--- src/rtl/fifo_pkg.sv ---
// Shared types and size helpers for the single-clock TX FIFO.
// Build option FIFO_FWFT_EN is consumed by fifo_sync_tx_v2.
package fifo_pkg;

    typedef struct packed {
        logic rempty;
        logic wfull;
        logic r_almost_empty;
        logic w_almost_full;
    } fifo_status_t;

    function automatic int unsigned fifo_depth(input int unsigned addrsize);
        return 32'd1 << addrsize;
    endfunction

    function automatic int unsigned fifo_cnt_w(input int unsigned addrsize);
        return addrsize + 32'd1;
    endfunction

endpackage

--- src/rtl/fifo_mem_sync.sv ---
// DEPTH x DATASIZE register array: synchronous write, asynchronous read.
module fifo_mem_sync
    import fifo_pkg::*;
#(
    parameter int unsigned DATASIZE = 8,
    parameter int unsigned ADDRSIZE = 4
) (
    input  logic                clk,
    input  logic                we,
    input  logic [ADDRSIZE-1:0] waddr,
    input  logic [DATASIZE-1:0] wdata,
    input  logic [ADDRSIZE-1:0] raddr,
    output logic [DATASIZE-1:0] rdata
);

    localparam int unsigned DEPTH = fifo_depth(ADDRSIZE);

    logic [DATASIZE-1:0] mem [DEPTH];

    always_ff @(posedge clk) begin
        if (we) mem[waddr] <= wdata;
    end

    assign rdata = mem[raddr];

endmodule

--- src/rtl/fifo_sync_tx_v2.sv ---
// Single-clock TX FIFO with thresholds, occupancy count, flush and sticky errors.
// Define FIFO_FWFT_EN for first-word-fall-through read data; default is registered read.
module fifo_sync_tx_v2
    import fifo_pkg::*;
#(
    parameter int unsigned DATASIZE = 8,
    parameter int unsigned ADDRSIZE = 4
) (
    input  logic                clk_i,
    input  logic                rst_i,
    input  logic [DATASIZE-1:0] wdata_i,
    input  logic                winc_i,
    input  logic                rinc_i,
    input  logic                flush_i,
    input  logic                clr_err_i,
    input  logic [ADDRSIZE:0]   afull_thresh_i,
    input  logic [ADDRSIZE:0]   aempty_thresh_i,
    output logic [DATASIZE-1:0] rdata_o,
    output logic                rempty_o,
    output logic                wfull_o,
    output logic                r_almost_empty_o,
    output logic                w_almost_full_o,
    output logic [ADDRSIZE:0]   count_o,
    output logic                overflow_o,
    output logic                underflow_o
);

    localparam int unsigned CW = fifo_cnt_w(ADDRSIZE);
    localparam logic [CW-1:0] FULL_CNT = {1'b1, {ADDRSIZE{1'b0}}};

    logic [ADDRSIZE-1:0] wptr;
    logic [ADDRSIZE-1:0] rptr;
    logic [CW-1:0]       count;
    fifo_status_t        status;
    logic                wacc;
    logic                racc;
    logic                mem_we;
    logic [DATASIZE-1:0] mem_rdata;

    always_comb begin
        status                = '0;
        status.rempty         = (count == '0);
        status.wfull          = (count == FULL_CNT);
        status.r_almost_empty = (count <= aempty_thresh_i);
        status.w_almost_full  = (count >= afull_thresh_i);
    end

    assign wacc   = winc_i && !status.wfull;
    assign racc   = rinc_i && !status.rempty;
    assign mem_we = wacc && !flush_i && !rst_i;

    fifo_mem_sync #(
        .DATASIZE (DATASIZE),
        .ADDRSIZE (ADDRSIZE)
    ) u_mem (
        .clk   (clk_i),
        .we    (mem_we),
        .waddr (wptr),
        .wdata (wdata_i),
        .raddr (rptr),
        .rdata (mem_rdata)
    );

    always_ff @(posedge clk_i) begin
        if (rst_i || flush_i) begin
            wptr  <= '0;
            rptr  <= '0;
            count <= '0;
        end else begin
            if (wacc) wptr <= wptr + 1'b1;
            if (racc) rptr <= rptr + 1'b1;
            case ({wacc, racc})
                2'b10:   count <= count + 1'b1;
                2'b01:   count <= count - 1'b1;
                default: count <= count;
            endcase
        end
    end

    // Set beats clear when both happen in the same cycle.
    always_ff @(posedge clk_i) begin
        if (rst_i) begin
            overflow_o  <= 1'b0;
            underflow_o <= 1'b0;
        end else begin
            if (winc_i && status.wfull) overflow_o <= 1'b1;
            else if (clr_err_i)         overflow_o <= 1'b0;
            if (rinc_i && status.rempty) underflow_o <= 1'b1;
            else if (clr_err_i)          underflow_o <= 1'b0;
        end
    end

`ifdef FIFO_FWFT_EN
    assign rdata_o = mem_rdata;
`else
    always_ff @(posedge clk_i) begin
        if (rst_i)                rdata_o <= '0;
        else if (racc && !flush_i) rdata_o <= mem_rdata;
    end
`endif

    assign rempty_o         = status.rempty;
    assign wfull_o          = status.wfull;
    assign r_almost_empty_o = status.r_almost_empty;
    assign w_almost_full_o  = status.w_almost_full;
    assign count_o          = count;

endmodule

--- config.mk ---
export PLATFORM = sky130hd
export DESIGN_NAME = fifo_sync_tx_v2
export DESIGN_NICKNAME = d
export VERILOG_FILES = /design/src/rtl/fifo_pkg.sv /design/src/rtl/fifo_mem_sync.sv /design/src/rtl/fifo_sync_tx_v2.sv
export SDC_FILE = /design/constraint.sdc
export NUM_CORES = 1
export LEC_CHECK = 0
export CAP_MARGIN = 40
export CORE_MARGIN = 10
export CORE_UTILIZATION = 42
export CTS_CLUSTER_SIZE = 16
export DETAILED_ROUTE_END_ITERATION = 12
export PLACE_DENSITY = 0.62
export SLEW_MARGIN = 25
export SYNTH_ARGS = -nofsm -noshare
export SYNTH_HDL_FRONTEND = slang
export SYNTH_SLANG_ARGS = --single-unit
--- constraint.sdc ---
create_clock -name clk_i -period 7.5 [get_ports clk_i]
set_clock_uncertainty 0.15 [all_clocks]
set_input_delay 1.5 -clock clk_i [delete_from_list [all_inputs] [get_ports clk_i]]
set_output_delay 1.5 -clock clk_i [all_outputs]
set_load 0.05 [all_outputs]
After elaboration in Yosys (flattened, before gate mapping):

Memory sizes are Yosys's and may differ from the RTL's. A register that Yosys moved wholly into a read port is not among the register bits.
Cells that the tools add are included.

* $add $sub $neg: 4
* order comparisons: 2
* multiplexer cells: 6
* equal/unequal tests: 3
* reductions and logical operators: 16

Operators by type and width (count)
* 5-bit case mux with 2 select lines: 1
* 4-bit by 1-bit adder with 4-bit output, second input constant: 2
* 1-bit logical AND: 7
* 2-bit nonzero test: 3
* 5-bit by 1-bit adder with 5-bit output, second input constant: 1
* 5-bit equality test, second input constant: 1
* 5-bit >= comparator: 1
* 5-bit less-or-equal comparator: 1
* 5-bit zero test: 1
* 1-bit two-way mux: 5
* 5-bit by 1-bit subtractor with 5-bit output, second input constant: 1
* 1-bit zero test: 4
* 2-bit by 1-bit equality test with 1-bit output, second input constant: 1
* 2-bit equality test, second input constant: 1
* 1-bit logical OR: 1

* register bits after elaboration: 15
* RAM bits: 128
* output and inout bits: 19
* input port bits: 24
* logic and storage cells: 37
* memories kept: 1

Memories
* u_mem.mem: words 16, width 8, read ports 1, clocked after memory_dff 1, wr ports 1, RTL line fifo_mem_sync.sv:18 `logic [DATASIZE-1:0] mem [DEPTH];`

Longest topological paths before layout:

Gate-level depths: netlist (run 1).

* word-level depth: 7
* mapped depth: 12
* gate-level depth less buffers: 11

Modules after synthesis:

From an unflattened synthesis (run 1), not the netlist that was laid out.

* cell total of the unflattened synthesis: 381
* area, all modules: 6337.3 um^2

Modules (own cells, without submodules)
* fifo_mem_sync: cells each 221, instances 1, seq. area each 3843.7 um^2, area an instance 4987.3 um^2
* fifo_sync_tx_v2: cells each 160, instances 1, seq. area each 460.4 um^2, area an instance 1350.0 um^2

Worst setup path before layout (run 1):

No wires, ideal clock.

* path type: input to output
* start: input port aempty_thresh_i[1]
* end: output port r_almost_empty_o
* arrival time: 3.177 ns
* path slack: 2.673 ns
* required time: 5.850 ns
* buffers on the path: 0
* cell stages on the path: 7
* path through: inv_1 > ha_1 > nor2b_1 > o21a_1 > o21a_1 > o21a_1 > o22ai_1

* cells in the longest elaborated chain, start to end: 1

Ends and longest elaborated chain
* from (decl): RTL line fifo_sync_tx_v2.sv:17 `input logic [ADDRSIZE:0] aempty_thresh_i,`
* 5-bit less-or-equal comparator: RTL line fifo_sync_tx_v2.sv:44 `status.r_almost_empty = (count <= aempty_thresh_i);`
* to (decl): RTL line fifo_sync_tx_v2.sv:21 `output logic r_almost_empty_o,`

No other way between the ends.

Final worst setup path (run 1):

Ends and elaborated chain as after synthesis.

==> report_table.html, run 1 <==
<table>
<tr><th>Metric</th><th>Value</th></tr>
<tr><th colspan="2">GRT</th></tr>
<tr><td>Global-route usage over all layers</td><td>14.6%</td></tr>
<tr><td>Global-route wire length before repair</td><td>22000 um</td></tr>
<tr><td>Initial antenna violation count</td><td>0</td></tr>
<tr><td>Largest net degree at the start of global routing</td><td>49</td></tr>
<tr><td>Overflow left after global routing</td><td>0</td></tr>
<tr><td>Number of global-route vias before repair</td><td>~3800</td></tr>
<tr><th colspan="2">Clock tree</th></tr>
<tr><td>Root buffer selected by CTS</td><td>sky130_fd_sc_hd__clkbuf_16</td></tr>
<tr><td>H-Tree Level Count</td><td>4</td></tr>
<tr><td># hold bufs at CTS</td><td>0</td></tr>
<tr><td>Number of sinks driven by the clock tree</td><td>around 150</td></tr>
<tr><td>Post_cts resized</td><td>0</td></tr>
<tr><td>Post-CTS setup-driven buffer insertion count</td><td>0</td></tr>
<tr><td>Clock tree from TritonCTS</td><td>done</td></tr>
<tr><td>Bufs on Longest Clock Path</td><td>2</td></tr>
<tr><td>Number of buffers inserted during clock tree synthesis</td><td>17</td></tr>
<tr><td>Insertion delay of the later-clocked pin in the worst-skew pair</td><td>~0.42 ns</td></tr>
<tr><td>Clock-pin slew on the worst setup and hold paths</td><td>around 0.050 ns</td></tr>
<tr><th colspan="2">Min path</th></tr>
<tr><td>Worst min-delay path startpoint</td><td>underflow_o</td></tr>
<tr><td>Worst min path class</td><td>register to register</td></tr>
<tr><th colspan="2">Yosys</th></tr>
<tr><td>Cell types with the largest area share after synthesis</td><td>sky130_fd_sc_hd__edfxtp_1, sky130_fd_sc_hd__mux2i_1, sky130_fd_sc_hd__dfxtp_1</td></tr>
<tr><td>Post-synth cell types</td><td>40</td></tr>
<tr><td>Fraction of synthesized cell area taken by the top area cell type</td><td>approximately 60%</td></tr>
<tr><td>Fraction of the yosys area taken by sequential cells</td><td>67.5%</td></tr>
<tr><td>Post-synth EDFFs</td><td>approximately 130</td></tr>
<tr><td>Synthesized net count</td><td>between 400 and 500</td></tr>
<tr><td>Count of warnings emitted by yosys</td><td>0</td></tr>
<tr><td>Async set-reset flop share out of synthesis</td><td>0%</td></tr>
<tr><td>Cell accounting for the most synthesized area</td><td>sky130_fd_sc_hd__edfxtp_1</td></tr>
<tr><td>Area of the mapped netlist</td><td>about 6400 um2</td></tr>
<tr><td>Flip-flop and latch count after synthesis</td><td>151</td></tr>
<tr><td>Number of standard cells after synthesis</td><td>between 400 and 500</td></tr>
<tr><td>Syn Area/Cell</td><td>14.6 um2</td></tr>
<tr><td>Top_reg_cell synth</td><td>sky130_fd_sc_hd__edfxtp_1</td></tr>
<tr><th colspan="2">Pwr</th></tr>
<tr><td>Maximum vdd ir drop</td><td>around 0.00017 V</td></tr>
<tr><td>Power Dens Cells</td><td>242 nW/um2</td></tr>
<tr><td>Static leakage</td><td>2.41 nW</td></tr>
<tr><th colspan="2">Layout</th></tr>
<tr><td>Commonest non-fill, non-tap cell in the layout</td><td>sky130_fd_sc_hd__edfxtp_1</td></tr>
<tr><td>Fillers</td><td>roughly 1200</td></tr>
<tr><td>Most frequent cells in the layout</td><td>sky130_fd_sc_hd__edfxtp_1, sky130_fd_sc_hd__mux2i_1, sky130_fd_sc_hd__nor2_1, sky130_fd_sc_hd__clkdlybuf4s50_1, sky130_fd_sc_hd__o22ai_1</td></tr>
<tr><td>Antenna diodes</td><td>0</td></tr>
<tr><td>Final design utilization</td><td>51.2%</td></tr>
<tr><td>Total number of nets in the final design</td><td>528</td></tr>
<tr><td>Area of the multi-input gates</td><td>1900 um2</td></tr>
<tr><td>Sequential standard cell area</td><td>4310 um2</td></tr>
<tr><td>Area growth, synth to finish</td><td>18.1%</td></tr>
<tr><td>Ratio of cells with drive above 1 in the final layout</td><td>between 10% and 20%</td></tr>
<tr><th colspan="2">Setup path</th></tr>
<tr><td>CP max stage cell</td><td>sky130_fd_sc_hd__clkdlybuf4s50_1</td></tr>
<tr><td>Arrival time of data at the critical path endpoint</td><td>approximately 3.9 ns</td></tr>
<tr><td>Worst path cell trace</td><td>clkdlybuf4s50_1, inv_1, ha_1, nor2b_1, o21a_1, o21a_1, o21a_1, o22ai_1, clkdlybuf4s50_1</td></tr>
<tr><td>Most frequent cell on the critical path</td><td>sky130_fd_sc_hd__o21a_1</td></tr>
<tr><td>Path type of the worst setup path</td><td>primary input to primary output</td></tr>
<tr><td>Critical path fanouts, max</td><td>2</td></tr>
<tr><td>Launching element type of the critical path</td><td>primary input</td></tr>
<tr><td>Worst endpoint required time</td><td>between 5 and 6 ns</td></tr>
<tr><td>Largest stage delay, worst path</td><td>about 0.84 ns</td></tr>
<tr><td>Critical register-to-register path startpoint</td><td>count_o[1]</td></tr>
<tr><td>Critical Path Sink Type</td><td>primary output</td></tr>
<tr><td>Timing startpoint of the critical path</td><td>aempty_thresh_i[1]</td></tr>
<tr><th colspan="2">Floorplan</th></tr>
<tr><td>Number of top-level pins</td><td>43</td></tr>
<tr><td>Die boundary width</td><td>143 um</td></tr>
<tr><td>Die footprint</td><td>around 21000 um2</td></tr>
<tr><td>Vert. Die Dim</td><td>approximately 140 um</td></tr>
<tr><td>Initial core utilization</td><td>a little over two fifths</td></tr>
<tr><td>Number of cell rows</td><td>44</td></tr>
<tr><td>Core area</td><td>between 10000 and 15000 um2</td></tr>
<tr><th colspan="2">Outcome</th></tr>
<tr><td>Result of the run</td><td>completed</td></tr>
<tr><th colspan="2">Drt</th></tr>
<tr><td>Number of vias per cell</td><td>roughly 5.5</td></tr>
<tr><td>Drt first pass iters</td><td>5</td></tr>
<tr><td>First-iteration detailed-routing DRC count</td><td>roughly 270</td></tr>
<tr><td>Post-route ant nets</td><td>0</td></tr>
<tr><td>Routed vias</td><td>between 3000 and 4000</td></tr>
<tr><td>Total wire length after detailed routing</td><td>between 10000 and 15000 um</td></tr>
<tr><td>Routed wire length per instance</td><td>approximately 21 um</td></tr>
<tr><td>DRC violations left</td><td>0</td></tr>
<tr><th colspan="2">Timing</th></tr>
<tr><td>Final clock period utilization by the worst path</td><td>73.9%</td></tr>
<tr><td>Highest attainable clock frequency</td><td>0.180 GHz</td></tr>
<tr><td>Slew of the pin with the lowest slew margin</td><td>between 0.8 and 0.9 ns</td></tr>
<tr><td>Slew HR</td><td>~44%</td></tr>
<tr><td>Final slew viol count</td><td>0</td></tr>
<tr><td>Final-report setup violation count</td><td>0</td></tr>
<tr><td>Post-route minimum period</td><td>between 5 and 6 ns</td></tr>
<tr><td>Post-route setup TNS</td><td>0 ns</td></tr>
<tr><td>Setup repair after global routing missed its margin</td><td>no</td></tr>
<tr><td>Number of endpoints with negative hold slack in the final report</td><td>0</td></tr>
<tr><th colspan="2">Flow run</th></tr>
<tr><td>Number of max-capacitance violations reported</td><td>0</td></tr>
<tr><th colspan="2">Placement</th></tr>
<tr><td>Port buffer count</td><td>42</td></tr>
<tr><td>Placed wire-length estimate</td><td>9500 um</td></tr>
<tr><td>Global placer's final weighted congestion</td><td>between 0.7 and 0.8</td></tr>
</table>
## path summary, 6_finish.rpt
check | endpoint | slack (ns) | cells after the start
max | r_almost_empty_o | 1.96 | 9
min | underflow_o | 0.38 | 2
max reg2reg | count_o[4] | 4.25 | 10
min reg2reg | underflow_o | 0.38 | 2
## cells by family after synthesis
logic type / count (synthesis) / synth area share, %
AOI/OAI and AO/OA: 64 / 7.18
xor gates and xnor gates: 9 / 1.24
adders and majority gates: 19 / 3.73
buffers and inverters: 37 / 2.79
DFF: 151 / 67.5
muxes: 66 / 10.4
and+or+nand+nor: 92 / 7.17
## power by group
part           total (W)  switching (W)  leakage (nW)  internal, W
clock           0.000803       0.000319         0.267     0.000484
combinational  0.0000983      0.0000622         0.800    0.0000361
sequential      0.000921     0.00000563          1.34     0.000915
## critical path, delay by kind of cell
family / cells / cell delay, ns
compound gates: 4 / 0.62
buf+inv: 3 / 1.34
simple gates: 1 / 0.14
fa+ha+maj: 1 / 0.30
## state kept, by name, summed over array words and instances (netlist names)
| signal | flops |
|---|---|
| count_o | 5 |
| overflow_o | 1 |
| rdata_o | 8 |
| rptr | 4 |
| u_mem.mem | 128 |
| underflow_o | 1 |
| wptr | 4 |
## per-layer routing
metal	track usage, %	part of all wire, %
met5	0	0
met4	5.81	1.4
met3	4.31	5.3
met1	18.7	46
met2	22.6	48
## Yosys cell counts (2+ instances only)
library cell               count
sky130_fd_sc_hd__or3_1         4
sky130_fd_sc_hd__buf_6         2
sky130_fd_sc_hd__inv_1        17
sky130_fd_sc_hd__xnor2_1       3
sky130_fd_sc_hd__buf_4         4
sky130_fd_sc_hd__a21oi_1       8
sky130_fd_sc_hd__buf_2         7
sky130_fd_sc_hd__o21ai_0       3
sky130_fd_sc_hd__o21a_1        3
sky130_fd_sc_hd__clkbuf_1      6
sky130_fd_sc_hd__xor2_1        6
sky130_fd_sc_hd__ha_1         19
sky130_fd_sc_hd__nand3b_1      4
sky130_fd_sc_hd__dfxtp_1      23
sky130_fd_sc_hd__mux2i_1      66
sky130_fd_sc_hd__nor2b_1       2
sky130_fd_sc_hd__nand3_1       5
sky130_fd_sc_hd__a22oi_1       3
sky130_fd_sc_hd__nand4_1       2
sky130_fd_sc_hd__edfxtp_1    128
sky130_fd_sc_hd__nor4_1        8
sky130_fd_sc_hd__a211oi_2      8
sky130_fd_sc_hd__o22ai_1      34
sky130_fd_sc_hd__nand2_1      11
sky130_fd_sc_hd__nand2b_1      3
sky130_fd_sc_hd__nor2_1       45
## per-stage QoR
stage | std cells | hold WS (ns) | total power [W] | cell area [um2] | setup WS [ns]
final | 682 | 0.381 | 0.00182 | 7530 | 1.96
after detailed placement | 646 | 0.374 | 0.00104 | 6940 | 1.96
after global routing | 682 | 0.418 | 0.00188 | 7530 | 1.87
after CTS | 678 | 0.387 | 0.00184 | 7500 | 1.95
after floorplan | 438 | 0.386 | 0.000993 | 6370 | 2.67
after global placement | 645 | 0.348 | 0.00103 | 6920 | 2.01
## final cells by class
class / instances / area share [%]
Sequential cell: 151 / 57.2
Multi-Input combinational cell: 250 / 25.2
Clock inverter: 14 / 1.79
Inverter: 17 / 0.847
Timing Repair Buffer: 48 / 6.18
Clock buffer: 18 / 5.70
Tap cell: 184 / 3.06
No activity file was read; power rests on OpenSTA's default activity.
==> inputs of run 2 (changes only) <==
clock period = 5.22 ns   (was 7.5 ns; I/O delays follow)
==> run 2 against run 1 <==
  * Sequential power up 43%
  * Die area unchanged
  * First-iteration DRC count down 6.7%
  * Routed wire length down 1.4%
  * Critical path type unchanged
  * Utilization up 0.051 points
  * Via count down 2.1%
  * Flip-flop and latch count unchanged
  * Total power up 46%
  * Setup slack worse by 1.4 ns
  * Critical path depth unchanged
==> report_table.html, run 2 (same netlist as run 1, synthesis figures left out) <==
<table>
<tr><th>Metric</th><th>Value</th></tr>
<tr><th colspan="2">Outcome</th></tr>
<tr><td>Result of the run</td><td>completed</td></tr>
<tr><th colspan="2">Clock tree</th></tr>
<tr><td>Root buffer selected by CTS</td><td>sky130_fd_sc_hd__clkbuf_16</td></tr>
<tr><td>Insertion delay of the later-clocked pin in the worst-skew pair</td><td>0.42 ns</td></tr>
<tr><td>Clock tree from TritonCTS</td><td>done</td></tr>
<tr><td># hold bufs at CTS</td><td>0</td></tr>
<tr><td>Post_cts resized</td><td>0</td></tr>
<tr><td>Clock-pin slew on the worst setup and hold paths</td><td>~0.060 ns</td></tr>
<tr><td>Number of sinks driven by the clock tree</td><td>approximately 150</td></tr>
<tr><td>Post-CTS setup-driven buffer insertion count</td><td>0</td></tr>
<tr><td>Number of buffers inserted during clock tree synthesis</td><td>17</td></tr>
<tr><td>H-Tree Level Count</td><td>4</td></tr>
<tr><td>Bufs on Longest Clock Path</td><td>2</td></tr>
<tr><th colspan="2">GRT</th></tr>
<tr><td>GR peak layer</td><td>met2</td></tr>
<tr><td>Number of global-route vias before repair</td><td>~3700</td></tr>
<tr><td>Global-route usage over all layers</td><td>around 14%</td></tr>
<tr><td>Overflow left after global routing</td><td>0</td></tr>
<tr><td>Largest net degree at the start of global routing</td><td>44</td></tr>
<tr><td>Met1 global-route usage</td><td>18.4%</td></tr>
<tr><td>Met2 layer usage reported by global route</td><td>a little over a fifth</td></tr>
<tr><td>Initial antenna violation count</td><td>0</td></tr>
<tr><td>Global-route wire length before repair</td><td>about 22000 um</td></tr>
<tr><td>Met3 Use GR</td><td>about 4.7%</td></tr>
<tr><th colspan="2">Pwr</th></tr>
<tr><td>Maximum vdd ir drop</td><td>roughly 0.00023 V</td></tr>
<tr><td>Static leakage</td><td>2.41 nW</td></tr>
<tr><td>Power Dens Cells</td><td>roughly 350 nW/um2</td></tr>
<tr><th colspan="2">Layout</th></tr>
<tr><td>Fillers</td><td>roughly 1200</td></tr>
<tr><td>Number of flip-flops under the largest register name</td><td>~130</td></tr>
<tr><td>Total number of nets in the final design</td><td>approximately 530</td></tr>
<tr><td>Commonest non-fill, non-tap cell in the layout</td><td>sky130_fd_sc_hd__edfxtp_1</td></tr>
<tr><td>Largest reg by FF count</td><td>u_mem.mem</td></tr>
<tr><td>Most frequent cells in the layout</td><td>sky130_fd_sc_hd__edfxtp_1, sky130_fd_sc_hd__mux2i_1, sky130_fd_sc_hd__nor2_1, sky130_fd_sc_hd__clkdlybuf4s50_1, sky130_fd_sc_hd__o22ai_1</td></tr>
<tr><td>Area growth, synth to finish</td><td>18.3%</td></tr>
<tr><td>Ratio of cells with drive above 1 in the final layout</td><td>between 10 and 15%</td></tr>
<tr><td>Final standard cell count with taps included and fillers excluded</td><td>680</td></tr>
<tr><td>Antenna diodes</td><td>0</td></tr>
<tr><th colspan="2">Drt</th></tr>
<tr><td>DRC violations left</td><td>0</td></tr>
<tr><td>Number of vias per cell</td><td>5.39</td></tr>
<tr><td>Routed vias</td><td>about 3700</td></tr>
<tr><td>Post-route ant nets</td><td>0</td></tr>
<tr><td>First-iteration detailed-routing DRC count</td><td>250</td></tr>
<tr><td>Drt first pass iters</td><td>5</td></tr>
<tr><td>Routed wire length per instance</td><td>20.7 um</td></tr>
<tr><td>Total wire length after detailed routing</td><td>approximately 14000 um</td></tr>
<tr><th colspan="2">Setup path</th></tr>
<tr><td>Largest stage delay, worst path</td><td>between 0.8 and 0.9 ns</td></tr>
<tr><td>Launching element type of the critical path</td><td>primary input</td></tr>
<tr><td>CP max stage cell</td><td>sky130_fd_sc_hd__clkdlybuf4s50_1</td></tr>
<tr><td>Path type of the worst setup path</td><td>primary input to primary output</td></tr>
<tr><td>Critical Path Sink Type</td><td>primary output</td></tr>
<tr><td>Worst endpoint required time</td><td>between 4 and 5 ns</td></tr>
<tr><td>Most frequent cell on the critical path</td><td>sky130_fd_sc_hd__o21a_1</td></tr>
<tr><td>Worst path cell trace</td><td>clkdlybuf4s50_1, inv_1, ha_1, nor2b_1, o21a_1, o21a_1, o21a_1, o22ai_1, clkdlybuf4s50_1</td></tr>
<tr><td>Critical path fanouts, max</td><td>2</td></tr>
<tr><td>Arrival time of data at the critical path endpoint</td><td>3.42 ns</td></tr>
<tr><th colspan="2">Timing</th></tr>
<tr><td>Post-route minimum period</td><td>between 4 and 5 ns</td></tr>
<tr><td>Post-route setup TNS</td><td>0 ns</td></tr>
<tr><td>Slew HR</td><td>a little under half</td></tr>
<tr><td>Final-report setup violation count</td><td>0</td></tr>
<tr><td>Setup repair after global routing missed its margin</td><td>no</td></tr>
<tr><td>Final clock period utilization by the worst path</td><td>88.4%</td></tr>
<tr><td>Slew of the pin with the lowest slew margin</td><td>0.819 ns</td></tr>
<tr><td>Number of endpoints with negative hold slack in the final report</td><td>0</td></tr>
<tr><td>Final slew viol count</td><td>0</td></tr>
<tr><td>Highest attainable clock frequency</td><td>0.217 GHz</td></tr>
<tr><th colspan="2">Placement</th></tr>
<tr><td>Global placer's final weighted congestion</td><td>slightly below 0.8</td></tr>
<tr><td>Placed wire-length estimate</td><td>between 9000 and 10000 um</td></tr>
<tr><td>Port buffer count</td><td>42</td></tr>
<tr><td>Total placed cells including tap cells</td><td>between 600 and 700</td></tr>
<tr><th colspan="2">Floorplan</th></tr>
<tr><td>Number of top-level pins</td><td>43</td></tr>
<tr><td>Initial core utilization</td><td>43.4%</td></tr>
<tr><td>Core area</td><td>between 10000 and 15000 um2</td></tr>
<tr><td>Die footprint</td><td>about 21000 um2</td></tr>
<tr><td>Vert. Die Dim</td><td>about 140 um</td></tr>
<tr><td>Number of cell rows</td><td>44</td></tr>
<tr><td>Die boundary width</td><td>between 100 and 150 um</td></tr>
<tr><th colspan="2">Flow run</th></tr>
<tr><td>Number of max-capacitance violations reported</td><td>0</td></tr>
<tr><th colspan="2">Min path</th></tr>
<tr><td>Worst min path class</td><td>register to register</td></tr>
</table>
-- run 2: cell count changes in the layout (fill, tap and decap cells not counted), sizes merged --
cell	change
clkinv	-1
buf	-2
bufinv	+1
clkbuf	-1
clkinvlp	+1
-- run 2: routing by layer --
| metal | part of all wire (%) | routed length, um | vias up |
|---|---|---|---|
| met5 | 0 | 0 | - |
| met4 | 2.7 | 380 | 0 |
| met3 | 5.6 | 792 | 22 |
| met2 | 47 | 6550 | 79 |
| met1 | 45 | 6320 | 1797 |
| li1 | - | - | 1764 |
-- run 2: report_power, final --
part	internal [W]	switching, W
clock	0.000742	0.000463
sequential	0.00132	0.00000806
combinational	0.0000519	0.0000887
total	0.00211	0.000560
-- run 2: path summary, 6_finish.rpt --
kind | from | end | slack (ns) | depth (start not counted)
setup / recovery | aempty_thresh_i[1] | r_almost_empty_o | 0.61 | 9
hold / removal | overflow_o | overflow_o | 0.37 | 2
setup reg to reg | count_o[1] | count_o[4] | 1.97 | 10
hold reg to reg | overflow_o | overflow_o | 0.37 | 2
-- run 2: layout make-up --
cell class / count / area, um2 / share of cell area [%]
multi-input combinational: 250 / 1900 / 25.2
timing repair buffer: 46 / 450 / 5.98
tap: 184 / 230 / 3.05
sequential: 151 / 4310 / 57.2
clock inverter: 15 / 161 / 2.14
clock buffer: 17 / 425 / 5.64
inverter: 17 / 63.8 / 0.847
-- run 2: per-stage QoR --
| stage | setup slack, ns | cell area [um2] | power, W | hold WS, ns | utilization [%] |
|---|---|---|---|---|---|
| after global placement | 0.643 | 6920 | 0.00149 | 0.347 | 47.1 |
| final | 0.607 | 7540 | 0.00267 | 0.375 | 51.3 |
| after detailed placement | 0.592 | 6930 | 0.00149 | 0.362 | 47.1 |
| after global routing | 0.537 | 7540 | 0.00275 | 0.410 | 51.3 |
| after CTS | 0.583 | 7510 | 0.00269 | 0.376 | 51.1 |
| after floorplan | 1.30 | 6370 | 0.00143 | 0.386 | - |
-- run 2: critical path, delay by kind of cell --
family / cells / cell delay, ns
simple gates: 1 / 0.14
compound gates: 4 / 0.61
fa+ha+maj: 1 / 0.29
buf+inv: 3 / 1.32
